$ cat src/rtl/pipe_pkg.sv
// pipe_pkg -- shared types and constants for the RV32I pipeline control.
//   fwd_sel_t  : EX operand source select (register file / WB / MEM)
//   hz_state_t : hazard controller FSM states
//   REG_X0     : index of the hard-wired zero register
package pipe_pkg;

  typedef enum logic [1:0] {
    FWD_RF  = 2'b00,
    FWD_WB  = 2'b01,
    FWD_MEM = 2'b10
  } fwd_sel_t;

  typedef enum logic {
    RUN      = 1'b0,
    MEM_WAIT = 1'b1
  } hz_state_t;

  localparam int REG_X0 = 0;

endpackage

$ cat src/rtl/fwd_unit.sv
// fwd_unit -- combinational forwarding comparator for one EX operand.
//   rs            : source register of the operand in EX
//   mem_rd/_write : destination and write-enable of the instruction in MEM
//   wb_rd/_write  : destination and write-enable of the instruction in WB
//   sel           : operand source; MEM wins over WB, x0 is never forwarded
module fwd_unit
  import pipe_pkg::*;
#(
  parameter int REG_AW = 5
) (
  input  logic [REG_AW-1:0] rs,
  input  logic [REG_AW-1:0] mem_rd,
  input  logic              mem_reg_write,
  input  logic [REG_AW-1:0] wb_rd,
  input  logic              wb_reg_write,
  output fwd_sel_t          sel
);

  logic hit_mem;
  logic hit_wb;

  assign hit_mem = mem_reg_write && (mem_rd != REG_AW'(REG_X0)) && (mem_rd == rs);
  assign hit_wb  = wb_reg_write  && (wb_rd  != REG_AW'(REG_X0)) && (wb_rd  == rs);

  // MEM holds the younger result, so it must shadow WB.
  always_comb begin
    if (hit_mem)     sel = FWD_MEM;
    else if (hit_wb) sel = FWD_WB;
    else             sel = FWD_RF;
  end

endmodule

$ cat src/rtl/hazard_ctrl.sv
// hazard_ctrl -- pipeline sequencing controller for the 5-stage RV32I core.
//   Inputs : ID/EX/MEM/WB register fields, load/redirect flags, dmem handshake.
//   Outputs: stall_* (hold PC / pipeline regs), flush_if_id, bubble_id_ex,
//            bubble_mem_wb, pc_redirect, fwd_a/fwd_b operand selects,
//            mem_timeout (sticky), stall_cnt/flush_cnt (saturating).
// Priority within a cycle: memory freeze > EX redirect > load-use stall.
// All control outputs and forwarding selects read 0 while rst_n is low.
module hazard_ctrl
  import pipe_pkg::*;
#(
  parameter int REG_AW  = 5,
  parameter int CNT_W   = 32,
  parameter int TIMEOUT = 255
) (
  input  logic              clk,
  input  logic              rst_n,
  input  logic [REG_AW-1:0] id_rs1,
  input  logic [REG_AW-1:0] id_rs2,
  input  logic              id_use_rs1,
  input  logic              id_use_rs2,
  input  logic [REG_AW-1:0] ex_rs1,
  input  logic [REG_AW-1:0] ex_rs2,
  input  logic [REG_AW-1:0] ex_rd,
  input  logic              ex_mem_read,
  input  logic              ex_redirect,
  input  logic [REG_AW-1:0] mem_rd,
  input  logic              mem_reg_write,
  input  logic              mem_req,
  input  logic              dmem_ready,
  input  logic [REG_AW-1:0] wb_rd,
  input  logic              wb_reg_write,
  output logic              stall_pc,
  output logic              stall_if_id,
  output logic              stall_id_ex,
  output logic              stall_ex_mem,
  output logic              flush_if_id,
  output logic              bubble_id_ex,
  output logic              bubble_mem_wb,
  output logic              pc_redirect,
  output logic [1:0]        fwd_a,
  output logic [1:0]        fwd_b,
  output logic              mem_timeout,
  output logic [CNT_W-1:0]  stall_cnt,
  output logic [CNT_W-1:0]  flush_cnt
);

  localparam int WAIT_W = $clog2(TIMEOUT + 1);

  hz_state_t         state, state_nxt;
  logic [WAIT_W-1:0] wait_cnt;
  logic              freeze;
  logic              redirect;
  logic              load_use;
  fwd_sel_t          fwd_a_sel, fwd_b_sel;

  // ---------------- forwarding ----------------
  fwd_unit #(.REG_AW(REG_AW)) u_fwd_a (
    .rs            (ex_rs1),
    .mem_rd        (mem_rd),
    .mem_reg_write (mem_reg_write),
    .wb_rd         (wb_rd),
    .wb_reg_write  (wb_reg_write),
    .sel           (fwd_a_sel)
  );

  fwd_unit #(.REG_AW(REG_AW)) u_fwd_b (
    .rs            (ex_rs2),
    .mem_rd        (mem_rd),
    .mem_reg_write (mem_reg_write),
    .wb_rd         (wb_rd),
    .wb_reg_write  (wb_reg_write),
    .sel           (fwd_b_sel)
  );

  assign fwd_a = rst_n ? fwd_a_sel : FWD_RF;
  assign fwd_b = rst_n ? fwd_b_sel : FWD_RF;

  // ---------------- FSM: state register ----------------
  // NOTE: sequential state uses non-blocking (<=) so every flop samples the
  // pre-edge values; blocking here would make results depend on block order.
  always_ff @(posedge clk or negedge rst_n) begin
    if (!rst_n) state <= RUN;
    else        state <= state_nxt;
  end

  // ---------------- FSM: next state ----------------
  // NOTE: every always_comb output gets a default first so no path leaves it
  // unassigned, which would otherwise infer a latch.
  always_comb begin
    state_nxt = state;
    unique case (state)
      RUN:      if (mem_req && !dmem_ready) state_nxt = MEM_WAIT;
      MEM_WAIT: if (dmem_ready)             state_nxt = RUN;
      default:                              state_nxt = RUN;
    endcase
  end

  // ---------------- FSM: outputs ----------------
  // A redirect seen during a freeze is not consumed; the ID/EX register is
  // held, so ex_redirect is still asserted when the freeze releases.
  always_comb begin
    freeze = rst_n && !dmem_ready && ((state == MEM_WAIT) || mem_req);
    redirect = rst_n && ex_redirect && !freeze;
    load_use = rst_n && !freeze && !ex_redirect && ex_mem_read &&
               (ex_rd != REG_AW'(REG_X0)) &&
               ((id_use_rs1 && (id_rs1 == ex_rd)) ||
                (id_use_rs2 && (id_rs2 == ex_rd)));

    stall_pc      = freeze || load_use;
    stall_if_id   = freeze || load_use;
    stall_id_ex   = freeze;
    stall_ex_mem  = freeze;
    bubble_mem_wb = freeze;
    flush_if_id   = redirect;
    pc_redirect   = redirect;
    bubble_id_ex  = redirect || load_use;
  end

  // ---------------- memory-wait timeout ----------------
  // wait_cnt stops at TIMEOUT so it cannot wrap during a very long wait.
  always_ff @(posedge clk or negedge rst_n) begin
    if (!rst_n) begin
      wait_cnt    <= '0;
      mem_timeout <= 1'b0;
    end else if (state == MEM_WAIT && !dmem_ready) begin
      if (wait_cnt != WAIT_W'(TIMEOUT)) wait_cnt <= wait_cnt + 1'b1;
      if (wait_cnt == WAIT_W'(TIMEOUT - 1)) mem_timeout <= 1'b1;
    end else begin
      wait_cnt <= '0;
    end
  end

  // ---------------- performance counters ----------------
  always_ff @(posedge clk or negedge rst_n) begin
    if (!rst_n) begin
      stall_cnt <= '0;
      flush_cnt <= '0;
    end else begin
      if (stall_pc    && (stall_cnt != '1)) stall_cnt <= stall_cnt + 1'b1;
      if (flush_if_id && (flush_cnt != '1)) flush_cnt <= flush_cnt + 1'b1;
    end
  end

endmodule

$ cat config.mk
export PLATFORM = sky130hd
export DESIGN_NAME = hazard_ctrl
export DESIGN_NICKNAME = d
export VERILOG_FILES = /design/src/rtl/pipe_pkg.sv /design/src/rtl/fwd_unit.sv /design/src/rtl/hazard_ctrl.sv
export SDC_FILE = /design/constraint.sdc
export NUM_CORES = 1
export LEC_CHECK = 0
export ABC_AREA = 1
export CORE_ASPECT_RATIO = 0.8
export CORE_MARGIN = 3
export CORE_UTILIZATION = 35
export CTS_BUF_LIST = sky130_fd_sc_hd__clkbuf_4
export DETAILED_ROUTE_END_ITERATION = 16
export GPL_ROUTABILITY_DRIVEN = 1
export SLEW_MARGIN = 20
export SYNTH_ARGS = -nofsm -noshare
export SYNTH_HDL_FRONTEND = slang
export SYNTH_SLANG_ARGS = --single-unit
$ cat constraint.sdc
create_clock -name clk -period 5.1 [get_ports clk]
set_input_delay 1.02 -clock clk [delete_from_list [all_inputs] [get_ports clk]]
set_output_delay 1.02 -clock clk [all_outputs]
set_load 0.01 [all_outputs]
# Word-level counts from Yosys, hierarchy flattened
# Index checks and enable logic that the tools add are counted.
op_classes:
  mux: 11
  bitwise: 1
  eq_ne: 11
  n_mul: 0
  addsub: 3
  shifts: 0
  magnitude_cmp: 0
  reduce_logical: 32
  div_mod_pow: 0
op_table:
  columns: ["cell", "n"]
  rows:
  - ["adder 32 x 1 -> 32 bit, second input constant", 2]
  - ["inequality test 32 bit, second input constant", 2]
  - ["== test 5 bit", 6]
  - ["logical AND 1 bit", 21]
  - ["two-way mux 8 bit", 2]
  - ["nonzero test 5 bit", 3]
  - ["adder 8 x 1 -> 8 bit, second input constant", 1]
  - ["== test 8 bit, second input constant", 1]
  - ["two-way mux 2 bit", 4]
  - ["inequality test 8 bit, second input constant", 1]
  - ["logical OR 1 bit", 4]
  - ["two-way mux 1 bit", 4]
  - ["logical NOT 1 bit", 3]
  - ["inequality test 2 x 1 -> 1 bit, second input constant", 1]
  - ["one-hot mux 1 bit (2 select lines)", 1]
  - ["AND reduction 2 bit", 1]
  - ["NOT 1 bit", 1]
word_totals:
  latch_bits: 0
  reg_bits: 74
  mem_bits_ro: 0
  ramBits: 0
  mem_count: 0
  out_inout_bits: 77

# Depth between registers and ports, before layout
depth:
  ltp_word: 11
  mapped_depth: 13
  depth_no_buf: 11

# Hierarchy
# From an unflattened synthesis, not the netlist that was laid out.
unflattened:
  cells_unflattened: 878
  hier_area_um2: 5542.8
by_module_without_submodules:
  columns: ["module", "cells_each", "instances", "area_each_um2"]
  rows:
  - ["hazard_ctrl", 774, 1, 5097.4]
  - ["fwd_unit", 52, 2, 222.7]

# Worst setup path before layout
# Ideal clock, no wire load.
synth_timing:
  kind: "in2out"
  startpoint: "input port ex_rd[3]"
  endpoint: "output port stall_pc"
  t_arrival_ps: 1973
  path_slack_ps: 2107
  required_ps: 4080
  cell_stages: 9
  path_cell_list: "inv_1 -> nand3_1 -> nor3_1 -> nor2_1 -> nand2_1 -> nand2_2 -> buf_4 -> buf_4 -> buf_4"
synth_between:
  elab_chain_len: 5
  word_cells_on_any_way: 9
  cone_classes: "eq/ne: 2; reduce/logical: 7"
synth_lines:
  columns: ["item", "line", "text"]
  rows:
  - ["from (decl)", "hazard_ctrl.sv:23", "input logic [REG_AW-1:0] ex_rd,"]
  - ["== test 5 bit (on tied branches)", "hazard_ctrl.sv:106, hazard_ctrl.sv:107", null]
  - ["logical AND 1 bit (on tied branches)", "hazard_ctrl.sv:106, hazard_ctrl.sv:107", null]
  - ["logical OR 1 bit", "hazard_ctrl.sv:106", "((id_use_rs1 && (id_rs1 == ex_rd)) ||"]
  - ["logical AND 1 bit *", "hazard_ctrl.sv:105", "(ex_rd != REG_AW'(REG_X0)) &&"]
  - ["logical OR 1 bit *", null, null]
  - ["to (decl)", "hazard_ctrl.sv:32", "output logic stall_pc,"]
# Every way passes the cells marked *; elsewhere a longest branch is shown, timed or not.

# Worst setup path in the final report
layout_timing:
  startpoint: "input port ex_rd[0]"
  endpoint: "output port stall_pc"
layout_between:
  elab_chain_len: 5
  word_cells_on_any_way: 9
  cone_classes: "eq/ne: 2; reduce/logical: 7"
layout_lines:
  columns: ["item", "line", "text"]
  rows:
  - ["== test 5 bit (on tied branches)", "hazard_ctrl.sv:106, hazard_ctrl.sv:107", null]
  - ["logical AND 1 bit (on tied branches)", "hazard_ctrl.sv:106, hazard_ctrl.sv:107", null]
  - ["logical OR 1 bit", "hazard_ctrl.sv:106", null]
  - ["logical AND 1 bit *", "hazard_ctrl.sv:105", null]
  - ["logical OR 1 bit *", "hazard_ctrl.sv:109", "stall_pc = freeze || load_use;"]
# Marks and branches as above.

==> out/summary.md <==
• outcome: complete, no violations
• die height: 117.8 um
• post-synthesis simple-gate area fraction: 0.4449
• launching element of the worst setup path: ex_rd[0]
• largest net degree at the start of global routing: 42
• cell type contributing the most total cell area after synthesis: sky130_fd_sc_hd__dfrtp_1
• highest attainable clock frequency: 257.0 MHz
• number of distinct library cell variants in the gate-level netlist after synthesis: 38
• master cell of the clock root buffer: sky130_fd_sc_hd__clkbuf_4
• Crit Path Category: input port to primary output
• synthesized netlist net count: 873
• placed wire-length estimate after detailed placement: 12.22 mm
• Core Footprint: 15160 um2
• vias in the first global route: 5128
• Max-cap violations: 0
• delay of the slowest critical-path stage: 0.59 ns
• level count of the clock H-tree: 3
• Setup Viol. Count Final: 0
• port bufs: 121
• Static Leakage: 3.122 nW
• die width: 145.7 um
• initial cell density of the core: 0.3603
• worst-margin pin slew: 1.005 ns
• number of warnings printed during yosys synthesis: 0
• Placer Congestion: 0.8881
• Worst EP required: 4.08 ns
• layout cells sized above 1: 0.06032
• Syn-to-layout area delta: 27.39%
• DR WL/cell: 13.73 um
• clk_skew: 0.01619 ns
• total count of max-transition violations in the final report: 0
• area of the die: 17160 um2
• Final period util: 0.7631
• ports placed on the boundary: 122
• source-to-sink clock delay at the later pin of the worst-skew pair: 0.46 ns
• Fin. Hold Viols: 0
• Post-CTS Hold Fix Bufs: 0
• total number of clock tree sinks: 74
• number of detailed-routing iterations run before antenna repair: 5
• GRT Overall Usage: 0.1889
• total of flip-flops plus latches after synthesis: 74
• clock tree from TritonCTS: yes
• maximum count of clock buffers along a single path: 2
• power density over cell area: 218.6 nW/um2
• worst-path maximum fanout: 11
• Post-Syn Area: 5464 um2
• cell-by-cell listing of the critical path: clkdlybuf4s50_1 > inv_1 > nand2_1 > nand2_1 > nor2_1 > nand3_1 > nand2_1 > nand2_1 > nand2_2 > clkdlybuf4s50_1
• highest ir drop seen on vdd: 157.1 uV
• Compound-Gate Fraction of Synth Area: 0.04969
• post-route design area: 6960 um2
• post-synthesis share of cell area spent on xor and xnor gates: 0.07534
• fraction of post-synthesis cell area in the top cell type by area: 0.3389
• wirelength, routed: 15.88 mm
• worst reg2reg startpoint: flush_cnt[0]
• Via-to-Cell Ratio: 4.710
• aggregate negative setup slack: 0 ns
• Crit path top cell by count: sky130_fd_sc_hd__nand2_1
• number of violations reported at the end of detailed-routing iteration 0: 267
• largest cells by area after synthesis: sky130_fd_sc_hd__dfrtp_1 34%, sky130_fd_sc_hd__nand2_1 23%, sky130_fd_sc_hd__nor2_1 7.2%
• Std-Cell Rows: 40
• wire length of the first global-routing pass: 26.50 mm
• gate count after technology mapping: 824
• post-synthesis share of cell area spent on full adders, half adders and majority gates: 0.009160
• mean instance size in the synthesized netlist: 6.631 um2
• total CTS buffers: 9
• setup repair after global routing missed its margin: false
• Seq/Total Area, Yosys: 0.3389
• Final nets: 989
• type of element capturing the critical path: primary output
• Post CTS Setup Buffer Count: 0
• share of synthesized area spent on multiplexers: 0
• CP top delay family: buffers and inverters
• quantity of gates resized following cts: 0
• Worst Path Buf+Inv: 3
• antenna viol nets, final: 0
• total DRC errors in the routed layout: 0
• number of antenna violations at the first check in global routing: 1
• final total power: 1.522 mW
• Tightest Hold Check Type: input port to asynchronous set/reset pin
• endpoint arrival time on the critical path: 2.87 ns
• total number of vias: 5445
• post-layout minimum cycle time: 3.892 ns
• Clock transition at path regs: 0.13 ns
• dominant combinational cell family by area after synthesis: simple AND/OR/NAND/NOR gates
• Worst slew margin: 0.3285
• Area after DPL: 6797 um2
• cell with the largest stage delay on the worst path: sky130_fd_sc_hd__clkdlybuf4s50_1
• startpoint type of the worst setup path: input port
• overall overflow remaining after global route: 0
-- registers in the layout, summed over array words and instances, names as in the netlist --
signal	cells
flush_cnt	32
mem_timeout	1
stall_cnt	32
state	1
wait_cnt	8
-- final timing paths --
kind / endpoint / cells after the start / slack, ns
max: stall_pc / 10 / 1.21
min: wait_cnt[4] / 1 / 0.42
max in group asynchronous: flush_cnt[24] / 2 / 3.81
min in group clk: mem_timeout / 1 / 0.51
max reg2reg: flush_cnt[30] / 10 / 2.70
min reg2reg: mem_timeout / 1 / 0.51
-- cell usage after synthesis --
master                     instances
sky130_fd_sc_hd__dfrtp_1          74
sky130_fd_sc_hd__nor3_2            1
sky130_fd_sc_hd__inv_2             3
sky130_fd_sc_hd__nand2_1         336
sky130_fd_sc_hd__nand3_1          57
sky130_fd_sc_hd__o21ai_1           2
sky130_fd_sc_hd__a41o_1            1
sky130_fd_sc_hd__and2_1            2
sky130_fd_sc_hd__ha_1              4
sky130_fd_sc_hd__o211a_1           1
sky130_fd_sc_hd__o22ai_1           1
sky130_fd_sc_hd__a21oi_4           1
sky130_fd_sc_hd__a21oi_1           3
sky130_fd_sc_hd__buf_6             7
sky130_fd_sc_hd__a211oi_1          5
sky130_fd_sc_hd__nand3b_1         14
sky130_fd_sc_hd__buf_2             3
sky130_fd_sc_hd__xnor2_1          21
sky130_fd_sc_hd__nor2_2            6
sky130_fd_sc_hd__nand4_2           1
sky130_fd_sc_hd__buf_4             9
sky130_fd_sc_hd__nor2_4            4
sky130_fd_sc_hd__xor2_1           26
sky130_fd_sc_hd__nand3_2           3
sky130_fd_sc_hd__nand3_4           1
sky130_fd_sc_hd__o21ai_0          10
sky130_fd_sc_hd__clkinv_2          1
sky130_fd_sc_hd__nand2_2           5
sky130_fd_sc_hd__nor2_1          105
sky130_fd_sc_hd__a22o_1            1
sky130_fd_sc_hd__o21ai_2          10
sky130_fd_sc_hd__inv_1            72
sky130_fd_sc_hd__nor3b_1           1
sky130_fd_sc_hd__nand2_4           2
sky130_fd_sc_hd__nor3_1           13
sky130_fd_sc_hd__nand4_1          15
sky130_fd_sc_hd__a21boi_0          1
sky130_fd_sc_hd__a31oi_1           2
-- metrics by stage --
| step | std cells | utilization | worst slack, ns | hold slack [ns] |
|---|---|---|---|---|
| floorplan | 824 | - | 2.107 | 0.4728 |
| global placement | 1139 | 0.4482 | 1.214 | 0.4570 |
| detailed placement | 1139 | 0.4482 | 1.213 | 0.4662 |
| CTS | 1155 | 0.4588 | 1.207 | 0.4014 |
| global route | 1156 | 0.4590 | 1.050 | 0.3840 |
| finish | 1156 | 0.4590 | 1.208 | 0.4244 |
-- area by class of cell --
cell class,instances,area [um2]
flip-flops and latches,74,1852
inverters,76,286.5
well taps,210,262.8
repair buffers,124,1231
clock buffers,9,67.56
multi-input cells,655,3164
fillers,1614,8204
clock inverters,7,93.84
diodes,1,2.502
-- cell families (layout without fill, tap and decap cells) --
group | after synthesis | count (layout)
AND/OR/NAND/NOR | 566 | 566
other | 0 | 1
AO/OA/AOI/OAI | 38 | 38
XOR/XNOR | 47 | 47
adder cells (fa/ha/maj) | 4 | 4
buffers and inverters | 95 | 216
flip-flops | 74 | 74
-- placed cells by master (no fill, tap or decap), types with 4 or more instances in the layout --
| cell type | n |
|---|---|
| sky130_fd_sc_hd__inv_1 | 72 |
| sky130_fd_sc_hd__nand2_1 | 336 |
| sky130_fd_sc_hd__nor3_1 | 13 |
| sky130_fd_sc_hd__xnor2_1 | 21 |
| sky130_fd_sc_hd__ha_1 | 4 |
| sky130_fd_sc_hd__nand3_1 | 57 |
| sky130_fd_sc_hd__nor2_4 | 4 |
| sky130_fd_sc_hd__xor2_1 | 26 |
| sky130_fd_sc_hd__a211oi_1 | 5 |
| sky130_fd_sc_hd__nand4_1 | 15 |
| sky130_fd_sc_hd__o21ai_2 | 10 |
| sky130_fd_sc_hd__dfrtp_1 | 74 |
| sky130_fd_sc_hd__clkdlybuf4s50_1 | 120 |
| sky130_fd_sc_hd__o21ai_0 | 10 |
| sky130_fd_sc_hd__clkbuf_4 | 9 |
| sky130_fd_sc_hd__nor2_2 | 6 |
| sky130_fd_sc_hd__nand2_2 | 5 |
| sky130_fd_sc_hd__buf_4 | 4 |
| sky130_fd_sc_hd__nor2_1 | 105 |
| sky130_fd_sc_hd__nand3b_1 | 14 |
-- worst reg2reg max path: stages, from the launching register on --
cell and delay, ns:
sky130_fd_sc_hd__dfrtp_1 0.48, sky130_fd_sc_hd__ha_1 0.30, sky130_fd_sc_hd__nand3_2 0.14, sky130_fd_sc_hd__inv_2 0.05, sky130_fd_sc_hd__nand2_2 0.09, sky130_fd_sc_hd__clkinv_2 0.09
sky130_fd_sc_hd__nand2_4 0.10, sky130_fd_sc_hd__nor2_4 0.05, sky130_fd_sc_hd__a21oi_4 0.78, sky130_fd_sc_hd__nand2_1 0.18, sky130_fd_sc_hd__o21ai_2 0.09
-- report_power, final --
part / leakage (nW) / total, mW / internal, mW / switching, mW
sequential: 1.00 / 0.716 / 0.634 / 0.0820
combinational: 2.04 / 0.375 / 0.190 / 0.185
clock: 0.0835 / 0.431 / 0.198 / 0.233
total: 3.12 / 1.52 / 1.02 / 0.501
-- layer usage --
layer | GRT usage | part of all wire
met1 | 0.2891 | 0.53
met3 | 0.05350 | 0.067
met2 | 0.2660 | 0.40
met5 | 0 | 0
met4 | 0.03203 | 0.0090
(Power assumes the default switching activity.)
